File: src/rtl/digital_capture_handler.sv
// Periodic logic-input sampler. A START command loads a 16-bit clock divider
// and enables capture. Every DIVIDER clocks, one synchronized byte of
// dc_signal_in is sampled and handed to the upload channel via a
// valid/ready handshake. A STOP command halts sampling, and bytes that are
// already pending still drain.
module digital_capture_handler #(
  parameter logic [7:0] CMD_DC_START = 8'h0B,
  parameter logic [7:0] CMD_DC_STOP  = 8'h0C
) (
  input  logic       clk,
  input  logic       rst_n,          // synchronous, active-high (legacy name)
  input  logic [7:0] dc_signal_in,
  input  logic       cmd_start,
  input  logic       cmd_done,
  input  logic [7:0] cmd_type,
  input  logic [7:0] cmd_data,
  output logic       upload_req,
  output logic [7:0] upload_data,
  output logic       upload_valid,
  input  logic       upload_ready
);

  typedef enum logic [1:0] {
    ST_IDLE = 2'd0,
    ST_SEND = 2'd1
  } upload_state_t;

  logic [7:0]    r_sync1;
  logic [7:0]    r_sync2;
  logic          r_start_pending;
  logic          r_stop_pending;
  logic [7:0]    r_div_hi;
  logic [15:0]   r_divider;
  logic          r_capture;
  logic [15:0]   r_counter;
  logic [7:0]    r_sample_reg;
  logic          r_new_sample_flag;
  logic [7:0]    r_upload_data;
  upload_state_t r_upload_state;
  upload_state_t w_upload_state_nxt;

  logic          w_cmd_ctl;
  logic [15:0]   w_div_eff;
  logic          w_tick;
  logic          w_load;

  // A command completes on this cycle. It reloads or stops the sampler and
  // takes priority over a sample tick.
  assign w_cmd_ctl = cmd_done && (r_start_pending || r_stop_pending);
  assign w_div_eff = (r_divider == '0) ? 16'd1 : r_divider;
  assign w_tick    = r_capture && !w_cmd_ctl && (r_counter == (w_div_eff - 16'd1));

  // Two-flop synchronizer on the asynchronous logic inputs.
  always_ff @(posedge clk) begin
    if (rst_n) begin
      r_sync1 <= '0;
      r_sync2 <= '0;
    end else begin
      r_sync1 <= dc_signal_in;
      r_sync2 <= r_sync1;
    end
  end

  // Command decode.
  // The divider high byte is staged and the full divider is committed at
  // cmd_done, so a running capture never sees a half-updated divider.
  always_ff @(posedge clk) begin
    if (rst_n) begin
      r_start_pending <= 1'b0;
      r_stop_pending  <= 1'b0;
      r_div_hi        <= '0;
      r_divider       <= 16'd1;
      r_capture       <= 1'b0;
    end else begin
      if (cmd_done) begin
        if (r_start_pending) begin
          r_divider <= {r_div_hi, cmd_data};
          r_capture <= 1'b1;
        end else if (r_stop_pending) begin
          r_capture <= 1'b0;
        end
        r_start_pending <= 1'b0;
        r_stop_pending  <= 1'b0;
      end
      if (cmd_start) begin
        r_start_pending <= (cmd_type == CMD_DC_START);
        r_stop_pending  <= (cmd_type == CMD_DC_STOP);
        if (cmd_type == CMD_DC_START) r_div_hi <= cmd_data;
      end
    end
  end

  // Sample-period counter. It restarts on every START or STOP completion.
  always_ff @(posedge clk) begin
    if (rst_n) begin
      r_counter <= '0;
    end else if (w_cmd_ctl) begin
      r_counter <= '0;
    end else if (r_capture) begin
      r_counter <= w_tick ? '0 : r_counter + 16'd1;
    end
  end

  // Sample latch and pending flag.
  // A new tick wins over the upload FSM clearing the flag in the same cycle.
  always_ff @(posedge clk) begin
    if (rst_n) begin
      r_sample_reg      <= '0;
      r_new_sample_flag <= 1'b0;
    end else if (w_tick) begin
      r_sample_reg      <= r_sync2;
      r_new_sample_flag <= 1'b1;
    end else if (w_load) begin
      r_new_sample_flag <= 1'b0;
    end
  end

  // Upload FSM state register.
  always_ff @(posedge clk) begin
    if (rst_n) r_upload_state <= ST_IDLE;
    else       r_upload_state <= w_upload_state_nxt;
  end

  // Upload FSM next state and load strobe.
  always_comb begin
    w_upload_state_nxt = r_upload_state;
    w_load             = 1'b0;
    unique case (r_upload_state)
      ST_IDLE: begin
        if (r_new_sample_flag) begin
          w_load             = 1'b1;
          w_upload_state_nxt = ST_SEND;
        end
      end
      ST_SEND: begin
        if (upload_ready) w_upload_state_nxt = ST_IDLE;
      end
      default: w_upload_state_nxt = ST_IDLE;
    endcase
  end

  // Output data holding register. It stays stable for the whole SEND phase.
  always_ff @(posedge clk) begin
    if (rst_n)       r_upload_data <= '0;
    else if (w_load) r_upload_data <= r_sample_reg;
  end

  assign upload_req   = (r_upload_state == ST_SEND);
  assign upload_valid = (r_upload_state == ST_SEND);
  assign upload_data  = r_upload_data;

endmodule

File: config.mk
export PLATFORM = sky130hd
export DESIGN_NAME = digital_capture_handler
export DESIGN_NICKNAME = d
export VERILOG_FILES = /design/src/rtl/digital_capture_handler.sv
export SDC_FILE = /design/constraint.sdc
export NUM_CORES = 1
export LEC_CHECK = 0
export CAP_MARGIN = 20
export CORE_MARGIN = 3
export CORE_UTILIZATION = 40
export DETAILED_ROUTE_END_ITERATION = 8
export DONT_BUFFER_PORTS = 1
export SLEW_MARGIN = 5
export SYNTH_ARGS = -nofsm -noshare
export SYNTH_HDL_FRONTEND = slang
export SYNTH_SLANG_ARGS = --single-unit
File: constraint.sdc
create_clock -name clk -period 6.7 [get_ports clk]
set_input_delay 0.67 -clock clk [delete_from_list [all_inputs] [get_ports clk]]
set_output_delay 0.67 -clock clk [all_outputs]
set_load 0.005 [all_outputs]
==> reports/results.txt, run 1 <==
In this run the cell area of the synthesized design comes to 0.00348 mm². In this run, the combinational gates consume 0.8% of the power. Clock latency on the worst-skew pair: 350 ps.

Setup total negative slack on the finished layout was measured at 0 ps. For the worst setup path, the data required time is 6900 ps. The sum of internal, switching and leakage power came out at 819 µW. Setup repair after global routing left no endpoint under its margin. The run finished with clean final reports.

In this run the static leakage power is 0.00128 µW. The run gives 255 MHz as the maximum clock rate. The worst setup path is launched from a flip-flop. The clock-pin slew reported for the worst setup and hold paths after clock tree synthesis is 70 ps. The wire length on met2 was 2.93 mm.

Post-CTS repair changed the size of 0 cells. The number of H-tree branching levels is 3, and the number of warning messages in the yosys log is 0. For the setup-violating endpoint count in the final report, the log shows 0. The largest registers in the layout are r_counter x16, r_divider x16.

Including well taps, the total number of placed cells is 483. The tools report the internal power as 648 µW. The signed area change from the synthesized netlist to the final layout is 5.93%, and the worst hold slack across all endpoints is 389 ps. The worst clock skew is 9.56 ps, and the net switching power figure is 171 µW. The multi-input combinational cells in the finished layout cover a total of 0.00181 mm².

The worst hold path belongs to the class input pin to flip-flop. The first routing iteration left 174 violations. The met3 layer wire length in the routed design was 459 µm. The fraction of power spent switching nets is 20.8%, and the post-route clock period utilization is 58.4%. The die is 99.3 µm wide.

Row generation in the floorplan step produced 33 rows. The number of global-route vias before repair came out at 2504. The average wire per cell in the routed design was 14.0 µm. The minimum clock period came out at 3910 ps. The die covers 0.00986 mm². The worst setup path is captured at a flip-flop.

The maximum fanout encountered on the critical timing path is 15. IR analysis of the VDD net gives a maximum drop of 0.143 mV. TritonCTS built the clock tree. For this run, the detailed router's first-pass iteration total came to 4. Detailed-route wire length: 6.98 mm.

The post-synthesis net count is 434, and the antenna diode instance count is 0. The worst path arrival time was 4120 ps. The part of the Yosys area used for sequential elements was 44.3%; the clock sink total was 77. The tools report the first-pass GRT wire length as 12.1 mm. Top flip-flop cell by instance count after synthesis: sky130_fd_sc_hd__dfxtp_1. Sequential cells account for 56.5% of the total power. Category of the critical setup timing path: flip-flop to flip-flop. The die is 99.3 µm tall.

The detailed router placed 2650 vias in this run. In this run the remaining antenna-violating nets after routing total 0. The count of final hold-check violations is 0. The count of cells in the finished layout, fillers not included, comes to 499. In the routed design, unresolved DRC markers number 0. For the total I/O pin count, the log shows 39. In this run, CTS created clock tree buffers numbering 9. The number of library cell types mapped by synthesis was 55. The met1 wire length came out at 3.49 mm. Once the floorplan was initialized, standard cells occupied 41.8% of the core. Cells with a size suffix above 1 make up 6.60% of the layout. Post-CTS timing repair inserted 0 buffers for setup. The number of enable-type register cells in the synthesized netlist was 0; the per-cell via count in the routed design was 5.31.

The share of flip-flops with an asynchronous set or reset after synthesis was 0%; the final layout net count was 420. In this run the clock root is driven by a sky130_fd_sc_hd__clkbuf_8. For the number of antenna violations at the first check in global routing, the log shows 0. Aggregate global routing overflow: 0.

After synthesis the netlist holds a flip-flop and latch count of 77. At the pin with the least slew margin, the transition time is 737 ps. Cells fill 44.2% of the core in the end. Final count of pins violating max slew: 0.

For the number of buffers on the longest clock path, the log shows 2. The logs give 0.774 for the final weighted congestion in routability-driven placement and 0 for the max-cap check violation count. The highest metal layer with signal wires was met4. The worst pin sits at a relative slew slack of 50.8%. The clock share of power is 42.7%. Flip-flop and latch area: 0.00154 mm². After filler insertion, the fill cell instance count of the layout stands at 856. In the global route stage, overall resource usage came out at 15.2%. Detailed placement ended at an HPWL of 5.06 mm. The count of buffers added on input and output ports is 0. Averaged over all synthesized cells, the footprint is 8.64 µm². The run gives 63 as the largest net degree at the start of global routing. For this design, the CTS-stage hold fixing added 0 buffers. The synthesized instance count was 403; the core box area was 0.00834 mm². For this design the ratio of total power to cell area is 222 mW/mm².
==> cells in the final DEF, fill, tap and decap left out, drive strengths merged, types with 2 or more instances in the layout <==
| master | count |
|---|---|
| a211oi | 2 |
| a21oi | 39 |
| a31oi | 3 |
| and2 | 3 |
| and3 | 7 |
| clkbuf | 11 |
| clkinvlp | 2 |
| dfxtp | 77 |
| ha | 2 |
| inv | 4 |
| mux2i | 8 |
| nand2 | 64 |
| nand2b | 7 |
| nand3 | 10 |
| nand3b | 4 |
| nand4 | 13 |
| nor2 | 22 |
| nor2b | 17 |
| nor3 | 26 |
| nor4 | 5 |
| nor4b | 3 |
| o21a | 3 |
| o21ai | 4 |
| o31ai | 8 |
| or4b | 4 |
| xnor2 | 9 |
| xor2 | 19 |
==> per-stage QoR <==
stage / instance area [µm²] / worst slack (ps)
finish: 3690 / 2790
global route: 3690 / 2450
CTS: 3690 / 2750
detailed placement: 3490 / 2770
global placement: 3490 / 2890
floorplan: 3480 / 3340
==> power groups by stage <==
stage	Clock (µW)	Combinational [µW]	Sequential [µW]
finish	350	6.47	463
floorplan	0	10.8	473
CTS	360	6.66	463
detailed placement	0	6.64	474
global placement	0	6.50	474
global route	379	7.26	463
==> synth_stat cells (all sizes together), types with 2 or more instances <==
master	count	share of area, %
nor4	5	1.5
a211oi	2	0.43
o21ai	4	0.57
ha	2	0.72
nand4	13	2.3
o31ai	8	1.7
nor2b	17	3.1
xor2	19	4.8
or4b	4	1.3
and3	7	1.3
dfxtp	77	44
nand2b	7	1.3
o21a	3	0.65
nor3	26	4.5
nand3b	4	0.86
buf	8	1.7
clkbuf	17	1.9
xnor2	9	2.3
inv	3	0.32
nor2	22	2.4
mux2i	8	2.3
a31oi	3	0.54
a21oi	39	5.6
and2	3	0.54
nand3	10	1.4
nand2	64	6.9
nor4b	3	0.93
==> layout make-up <==
type	instances	share of cell area [%]
clock buffers	11	3.83
well taps	105	3.56
inverters	3	0.305
flip-flops and latches	77	41.8
multi-input cells	298	48.9
clock inverters	5	1.59
==> cells by family after synthesis <==
group                      share of synthesized area (%)
buffers and inverters                               3.91
xor gates and xnor gates                            7.04
DFF                                                 44.3
AOI/OAI and AO/OA                                   12.1
muxes                                               2.30
adders and majority gates                          0.718
and+or+nand+nor                                     29.7
==> path summary, 6_finish.rpt <==
check / cells past startpoint / slack (ps) / from / endpoint
max: 11 / 2790 / r_divider[5] / r_counter[10]
min: 1 / 390 / rst_n / r_upload_state[0]
max reg2reg: 11 / 2790 / r_divider[5] / r_counter[10]
min reg2reg: 1 / 440 / r_sync1[3] / r_sync2[3]
==> worst max-delay path: stages (launching register included) <==
cell and delay [ps]:
sky130_fd_sc_hd__dfxtp_1 480, sky130_fd_sc_hd__nor3_1 110, sky130_fd_sc_hd__and4_1 320, sky130_fd_sc_hd__a31oi_1 260
sky130_fd_sc_hd__ha_1 210, sky130_fd_sc_hd__or4b_4 500, sky130_fd_sc_hd__nor3_1 240, sky130_fd_sc_hd__o211a_1 190
sky130_fd_sc_hd__o22ai_1 90, sky130_fd_sc_hd__or4b_1 720, sky130_fd_sc_hd__nor3_4 530, sky130_fd_sc_hd__nor3_1 120
==> per-layer routing <==
layer | vias up | track usage (%)
met3 | 7 | 4.42
li1 | 1380 | -
met5 | - | 0
met2 | 56 | 21.8
met4 | 0 | 4.41
met1 | 1207 | 22.1
Note: power is estimated with default switching activity, not from simulation.
==> run 2, diff against run 1 <==
Clock period 6.7 ns to 4.05 ns, I/O delays scaled along.
==> run 2 against run 1 <==
  * Cell area shrank 0.37%
  * First-iteration DRC count shrank 26%
  * Worst hold slack lost 270 ps
  * Routed wire length grew 1.6%
  * Worst setup slack lost 2400 ps
  * Critical endpoint is now r_counter[5]
==> reports/results.txt, run 2 (same netlist as run 1, synthesis figures left out) <==
The path category of the worst min-delay check is input pin to flip-flop. After detailed routing, the average wire length per cell comes to 14.1 µm. The top cell types in the final layout, fill and taps aside, are sky130_fd_sc_hd__dfxtp_1 (77), sky130_fd_sc_hd__nand2_1 (64), sky130_fd_sc_hd__a21oi_1 (39). The clock sink total was 77. TritonCTS built the clock tree. The most common cell after layout, fill and taps aside is sky130_fd_sc_hd__dfxtp_1.

Dividing the detail-routed via count by the number of cells gives 5.36. The most numerous cell type found on the critical path is sky130_fd_sc_hd__nor3_1. The total I/O pin count was 39; the final layout net count was 422.

The number of cells after detailed placement is 485, and the flip-flop and latch area is 0.00154 mm². Source of the worst hold timing path: rst_n. The largest net degree at the start of global routing was 63; the worst IR drop on VDD was 0.245 mV. The largest registers in the layout are r_counter x16, r_divider x16. The share of total power dissipated in sequential elements is 59.7%. Category of the critical setup timing path: flip-flop to flip-flop. The clock share of power was 39.4%; the worst hold slack across all endpoints was 122 ps. The number of inserted filler cells in the final layout was 844.

The critical path goes through nor3_1 > and4_1 > a31oi_1 > ha_1 > or4b_4 > nor3_1 > o211a_1 > o22ai_1 > or4b_4 > nor3_4 > buf_4 > nor3_1. The worst path meets setup with 398 ps of slack. For this run the aggregate overflow at the end of global routing stands at 0. The first detailed-routing pass took 4 iterations. The logs give 0 for the count of final hold-check violations and 453 µm for the met3 layer wire length in the routed design. Setup repair after global routing left no endpoint under its margin.

The met1 wire length is 3.61 mm, and the TritonCTS buffer count is 9. Headroom to the max-slew limit came out at 56.3%. Clock-pin slew was measured on the worst setup and hold paths at 80 ps. At the worst endpoint, the required time is 4260 ps. The clock latency on the worst-skew pair was 350 ps.

At the pin with the least slew margin, the transition time is 652 ps. The flow ran to the end, and the final reports show no timing, DRC or antenna violations. Setup violations remaining at the end of the flow were counted as 0. Width of the chip: 99.3 µm. In this run the power density over the cells is 349 mW/mm².

Adding up every negative setup slack in the final design gives 0 ps. The number of antenna diodes in the final layout is 0. OpenSTA, run right after detailed placement, puts the worst setup slack at 284 ps. The cell at the root of the clock tree is sky130_fd_sc_hd__clkbuf_8. The longest clock path from root to sink contains 2 buffers. The logs give 0 for the number of antenna violations at the first check in global routing and 400 ps for the worst setup slack for register-to-register paths. Minimum clock period: 3650 ps. The startpoint of the lowest-slack register-to-register path was r_divider[5]. In this run, the combinational gates consume 0.9% of the power.

After detailed routing, no signal wire sits above met4. For this design, the CTS-stage hold fixing added 0 buffers. Among all stages on the critical path, the largest delay is contributed by sky130_fd_sc_hd__or4b_4.

Summed over all nets, the switching power comes to 289 µW. The endpoint identified for the worst register-to-register timing path is r_counter[5]. For hold timing, the worst endpoint is upload_data[4]. For the worst clock skew, the log shows 5.55 ps.

Cells with a size suffix above 1 make up 7.07% of the layout. In the global route stage, overall resource usage came out at 15.1%. The count of port buffers added during placement is 0, and the post-route clock period utilization is 90.2%. The detail route stage leaves a number of antenna-violating nets equal to 0.

The congestion estimate from routability-driven global placement came to 0.764. The run gives 0.00986 mm² as the die outline area. The area growth from synthesis to layout is 5.53%. STA classifies the critical path endpoint as a flip-flop. Once the floorplan was initialized, standard cells occupied 41.8% of the core. The multi-input combinational cells in the finished layout cover a total of 0.00181 mm².

In this run the worst path has a maximum fanout of 15. The HPWL after detailed placement is 5.13 mm. The DRC violations left was 0; the final count of pins violating max slew was 0. In this design, the stage delay of the slowest critical-path cell is 620 ps.

The logs give 0.00834 mm² for the core box area and 994 µW for the internal power. The first global-routing pass estimated 12.0 mm of wire. STA classifies the critical path startpoint as a flip-flop. The number of cells on the worst reg-to-reg path came out at 12. The post-route non-filler standard cell count was 501; the detailed-route wire length was 7.09 mm. The number of global-route vias before repair was 2575; the cell row count was 33. The maximum clock rate was 274 MHz; the die outline height was 99.3 µm. The routed design uses 2.91 mm of met2 wire. Worst hold path stage count: 1. In this run switching power makes up 22.5% of total power.

Max-cap violations in this run came to 0. The run gives 3 as the number of H-tree branching levels. In this run, the number of DRC markers left after iteration 0 of detailed routing was 129.

The worst path arrival time was 3860 ps. The logs give 0.00127 µW for the static leakage and 2686 for the via count.
[run 2: per-stage QoR]
stage	power, µW	util [%]	instance area [µm²]
detailed placement	795	42.0	3500
floorplan	801	-	3480
global route	1330	44.1	3680
CTS	1300	44.0	3670
global placement	795	42.0	3500
finish	1280	44.1	3680
[run 2: critical path, delay by kind of cell, from the launching register on]
kind	cells	cell delay (ps)
buffers and inverters	1	230
and+or+nand+nor	7	2000
DFF	1	480
adders and majority gates	1	210
AOI/OAI and AO/OA	3	570
[run 2: worst max-delay path by stage]
stage | startpoint | end | depth (start not counted)
after floorplan | r_divider[9] | r_counter[0] | 15
after global placement | r_divider[5] | r_counter[0] | 12
after detailed placement | r_divider[5] | r_counter[5] | 12
after CTS | r_divider[5] | r_counter[5] | 12
after global routing | r_divider[5] | r_counter[0] | 12
final | r_divider[5] | r_counter[5] | 12
[run 2: cell type report]
| type | count | area share, % |
|---|---|---|
| Tap cell | 105 | 3.57 |
| Timing Repair Buffer | 2 | 0.408 |
| Sequential cell | 77 | 41.9 |
| Clock inverter | 5 | 0.987 |
| Multi-Input combinational cell | 298 | 49.2 |
| Inverter | 3 | 0.306 |
| Clock buffer | 11 | 3.57 |
[run 2: timing repair]
action,in CTS,in global routing
resized for setup,0,1
setup endpoints to repair,0,1
buffers inserted,0,0
[run 2: power by group through the flow]
stage               Sequential [µW]  Clock (µW)  Combinational, µW
floorplan                       783           0               17.9
detailed placement              784           0               11.2
global placement                784           0               10.8
finish                          766         506               10.9
global route                    767         556               12.2
CTS                             766         523               11.2
[run 2: per-layer routing]
layer  track usage [%]  vias to the layer above
met5                 0                        -
met4              5.99                        0
met3              4.42                       14
met2              21.5                       75
met1              21.4                     1210
li1                  -                     1387
==> run 3, diff against run 2 <==
Settings changed: CORE_UTILIZATION 40 to 23.
==> run 3 against run 2 <==
  * Count of clock-buffer cells in the layout decreased by 2
  * Sequential share of layout area shrank 2.5 points
  * Via count rose by 1.3%
  * Sequential power about the same
  * Sequential cell count did not move
  * Worst setup slack got worse by 60 ps
  * Worst hold slack improved by 13 ps
  * Die area grew 69%
  * Non-clock buffer count stayed put
  * Critical path type unchanged
  * Largest cell class unchanged
  * Highest routed layer unchanged
==> reports/results.txt, run 3 (same netlist as run 1, synthesis figures left out) <==
The worst register-to-register path ends at r_counter[0]. Post-CTS timing repair inserted 0 buffers for setup. In the routed design, unresolved DRC markers number 0. The estimated wirelength of the detail-placed design is 5.44 mm, and the count of port buffers added during placement is 0. The maximum fanout encountered on the critical timing path is 15. STA puts the critical path data required time at 4240 ps. The critical path ends at r_counter[0]. The H-tree generated during clock tree synthesis spans 3 levels. The effective utilization at floorplan is 23.7%.

The largest registers in the layout are r_counter x16, r_divider x16. The worst setup path is launched from a flip-flop. Violation count after the first detailed-route iteration: 122. Per-cell via count in the routed design: 4.69. The number of clock buffers added by TritonCTS is 9. Once the clock tree was built, the resizer swapped 0 gates to a different size.

The post-route clock period utilization is 91.6%. In the final routed layout, each cell accounts on average for 12.9 µm. The run gives 2 as the number of buffers on the longest clock path. Wires add up to 7.47 mm. The run gives 0.828 as the final weighted congestion in routability-driven placement. After the last flow step, the layout net total stands at 422.

The tools report the die outline area as 0.0167 mm². The post-route netlist has 7.58% of its cells at a drive strength greater than 1. Global routing used 9.19% of the available tracks.

Derived from the worst setup path, the maximum achievable clock frequency is 269 MHz. The worst clock skew was 6.76 ps; the headroom to the max-slew limit was 57.2%. The count of final hold-check violations came out at 0. The static leakage was 0.00135 µW; the final count of pins violating max slew was 0.

Global routing finished with a remaining overflow of 0. Setup repair after global routing left no endpoint under its margin. Setup slack on the worst reg-to-reg path comes out at 340 ps. The tools report the startpoint of the lowest-slack register-to-register path as r_divider[5]. The first-pass GRT wire length was 12.6 mm. Setup violations remaining at the end of the flow were counted as 0. The count of TritonRoute iterations in the first routing pass is 4.

The first element of the critical path was r_divider[5]. The number of antenna violations at the first check in global routing was 0; the minimum clock period was 3710 ps. TritonCTS built the clock tree.

The post-route antenna net violation count is 0, and the number of buffers inserted for hold repair after clock tree synthesis is 0. In this run the power density over the cells is 408 mW/mm². Global routing consumed, on the met2 layer, 13.6% of the routing resources. The flow ran to the end, and the final reports show no timing, DRC or antenna violations.

The worst setup slack before clock tree synthesis was 250 ps. The number of cells on the worst reg-to-reg path works out to 12. Clock tree synthesis found a total of 77 sinks.

The tools report the total I/O pin count as 39. For the cell row count, the log shows 44. 0 antenna diodes ended up in the layout. The worst-case IR drop observed on VDD is 0.174 mV. Number of global-route vias before repair: 2572. The clock-pin slew reported for the worst setup and hold paths after clock tree synthesis came out at 60 ps.

For the via count, the log shows 2721. Leaving out fill and tap cells, the most frequent cell in the layout is sky130_fd_sc_hd__dfxtp_1. Summed over all failing endpoints, the final setup total negative slack is 0 ps.

The die outline height is 129 µm, and the signed area change from the synthesized netlist to the final layout is 12.4%. The tools report the endpoint type of the worst setup path as a flip-flop. The path category of the worst min-delay check was input pin to flip-flop.

Global routing consumed, on the met1 layer, 12.7% of the routing resources. Setup slack on the critical path of the routed design comes to 339 ps. The core box area is 0.0147 mm², and the width of the chip is 129 µm.

The worst path arrival time is 3900 ps. In the layout the commonest cells are sky130_fd_sc_hd__dfxtp_1 (77), sky130_fd_sc_hd__nand2_1 (64), sky130_fd_sc_hd__a21oi_1 (39). In the global route stage, met3 resource usage came out at 2.23%. The layer flagged by global routing as most heavily used is met2.

The cell at the root of the clock tree is sky130_fd_sc_hd__clkbuf_16. The run gives 63 as the largest net degree at the start of global routing. The max-cap check violation count is 0. At the pin with the least slew margin, the transition time is 641 ps. The category of the critical setup timing path was flip-flop to flip-flop.

The clock reaches the later pin of the worst-skew pair after 330 ps. In this run the most critical hold path is launched from rst_n.
[run 3: worst max-delay path, cell delays in order (launching register included)]
cell and delay [ps]:
sky130_fd_sc_hd__dfxtp_1 500, sky130_fd_sc_hd__nor3_1 120, sky130_fd_sc_hd__and4_1 330, sky130_fd_sc_hd__a31oi_1 250
sky130_fd_sc_hd__ha_1 210, sky130_fd_sc_hd__or4b_4 510, sky130_fd_sc_hd__nor3_1 270, sky130_fd_sc_hd__o211a_1 210
sky130_fd_sc_hd__o22ai_1 100, sky130_fd_sc_hd__or4b_4 620, sky130_fd_sc_hd__nor3_4 130, sky130_fd_sc_hd__buf_4 230
sky130_fd_sc_hd__nor3_1 80
[run 3: worst min-delay path by stage]
stage | to | slack (ps) | cells past startpoint
floorplan | r_sync2[0] | 410 | 1
global route | r_divider[7] | 120 | 1
CTS | r_divider[7] | 130 | 1
global placement | r_sync2[7] | 420 | 1
detailed placement | r_sync2[7] | 430 | 1
finish | r_start_pending | 130 | 1
[run 3: where the power goes]
group | switching (µW) | total [µW] | internal, µW
registers | 1.95 | 767 | 765
clock network | 333 | 820 | 487
logic | 5.00 | 10.9 | 5.95
total | 340 | 1600 | 1260
[run 3: metrics by stage]
step / total power (µW) / cells / hold slack (ps) / util, % / cell area [µm²]
floorplan: 801 / 403 / 414 / - / 3480
finish: 1600 / 580 / 134 / 26.6 / 3910
CTS: 1610 / 580 / 126 / 26.6 / 3910
global route: 1640 / 580 / 122 / 26.6 / 3910
global placement: 794 / 564 / 419 / 24.5 / 3600
detailed placement: 795 / 564 / 425 / 24.5 / 3600
[run 3: layer usage]
layer | share of wire, % | vias up
met5 | 0 | -
met4 | 2.3 | 0
met3 | 5.2 | 14
met2 | 44 | 54
met1 | 48 | 1260
li1 | - | 1393
[run 3: final cells by class]
cell class	count	area [µm²]
multi-input combinational	298	1810
tap	184	230
inverter	3	11.3
sequential	77	1540
timing repair buffer	2	15.0
fill	1559	10800
clock buffer	9	225
clock inverter	7	81.3
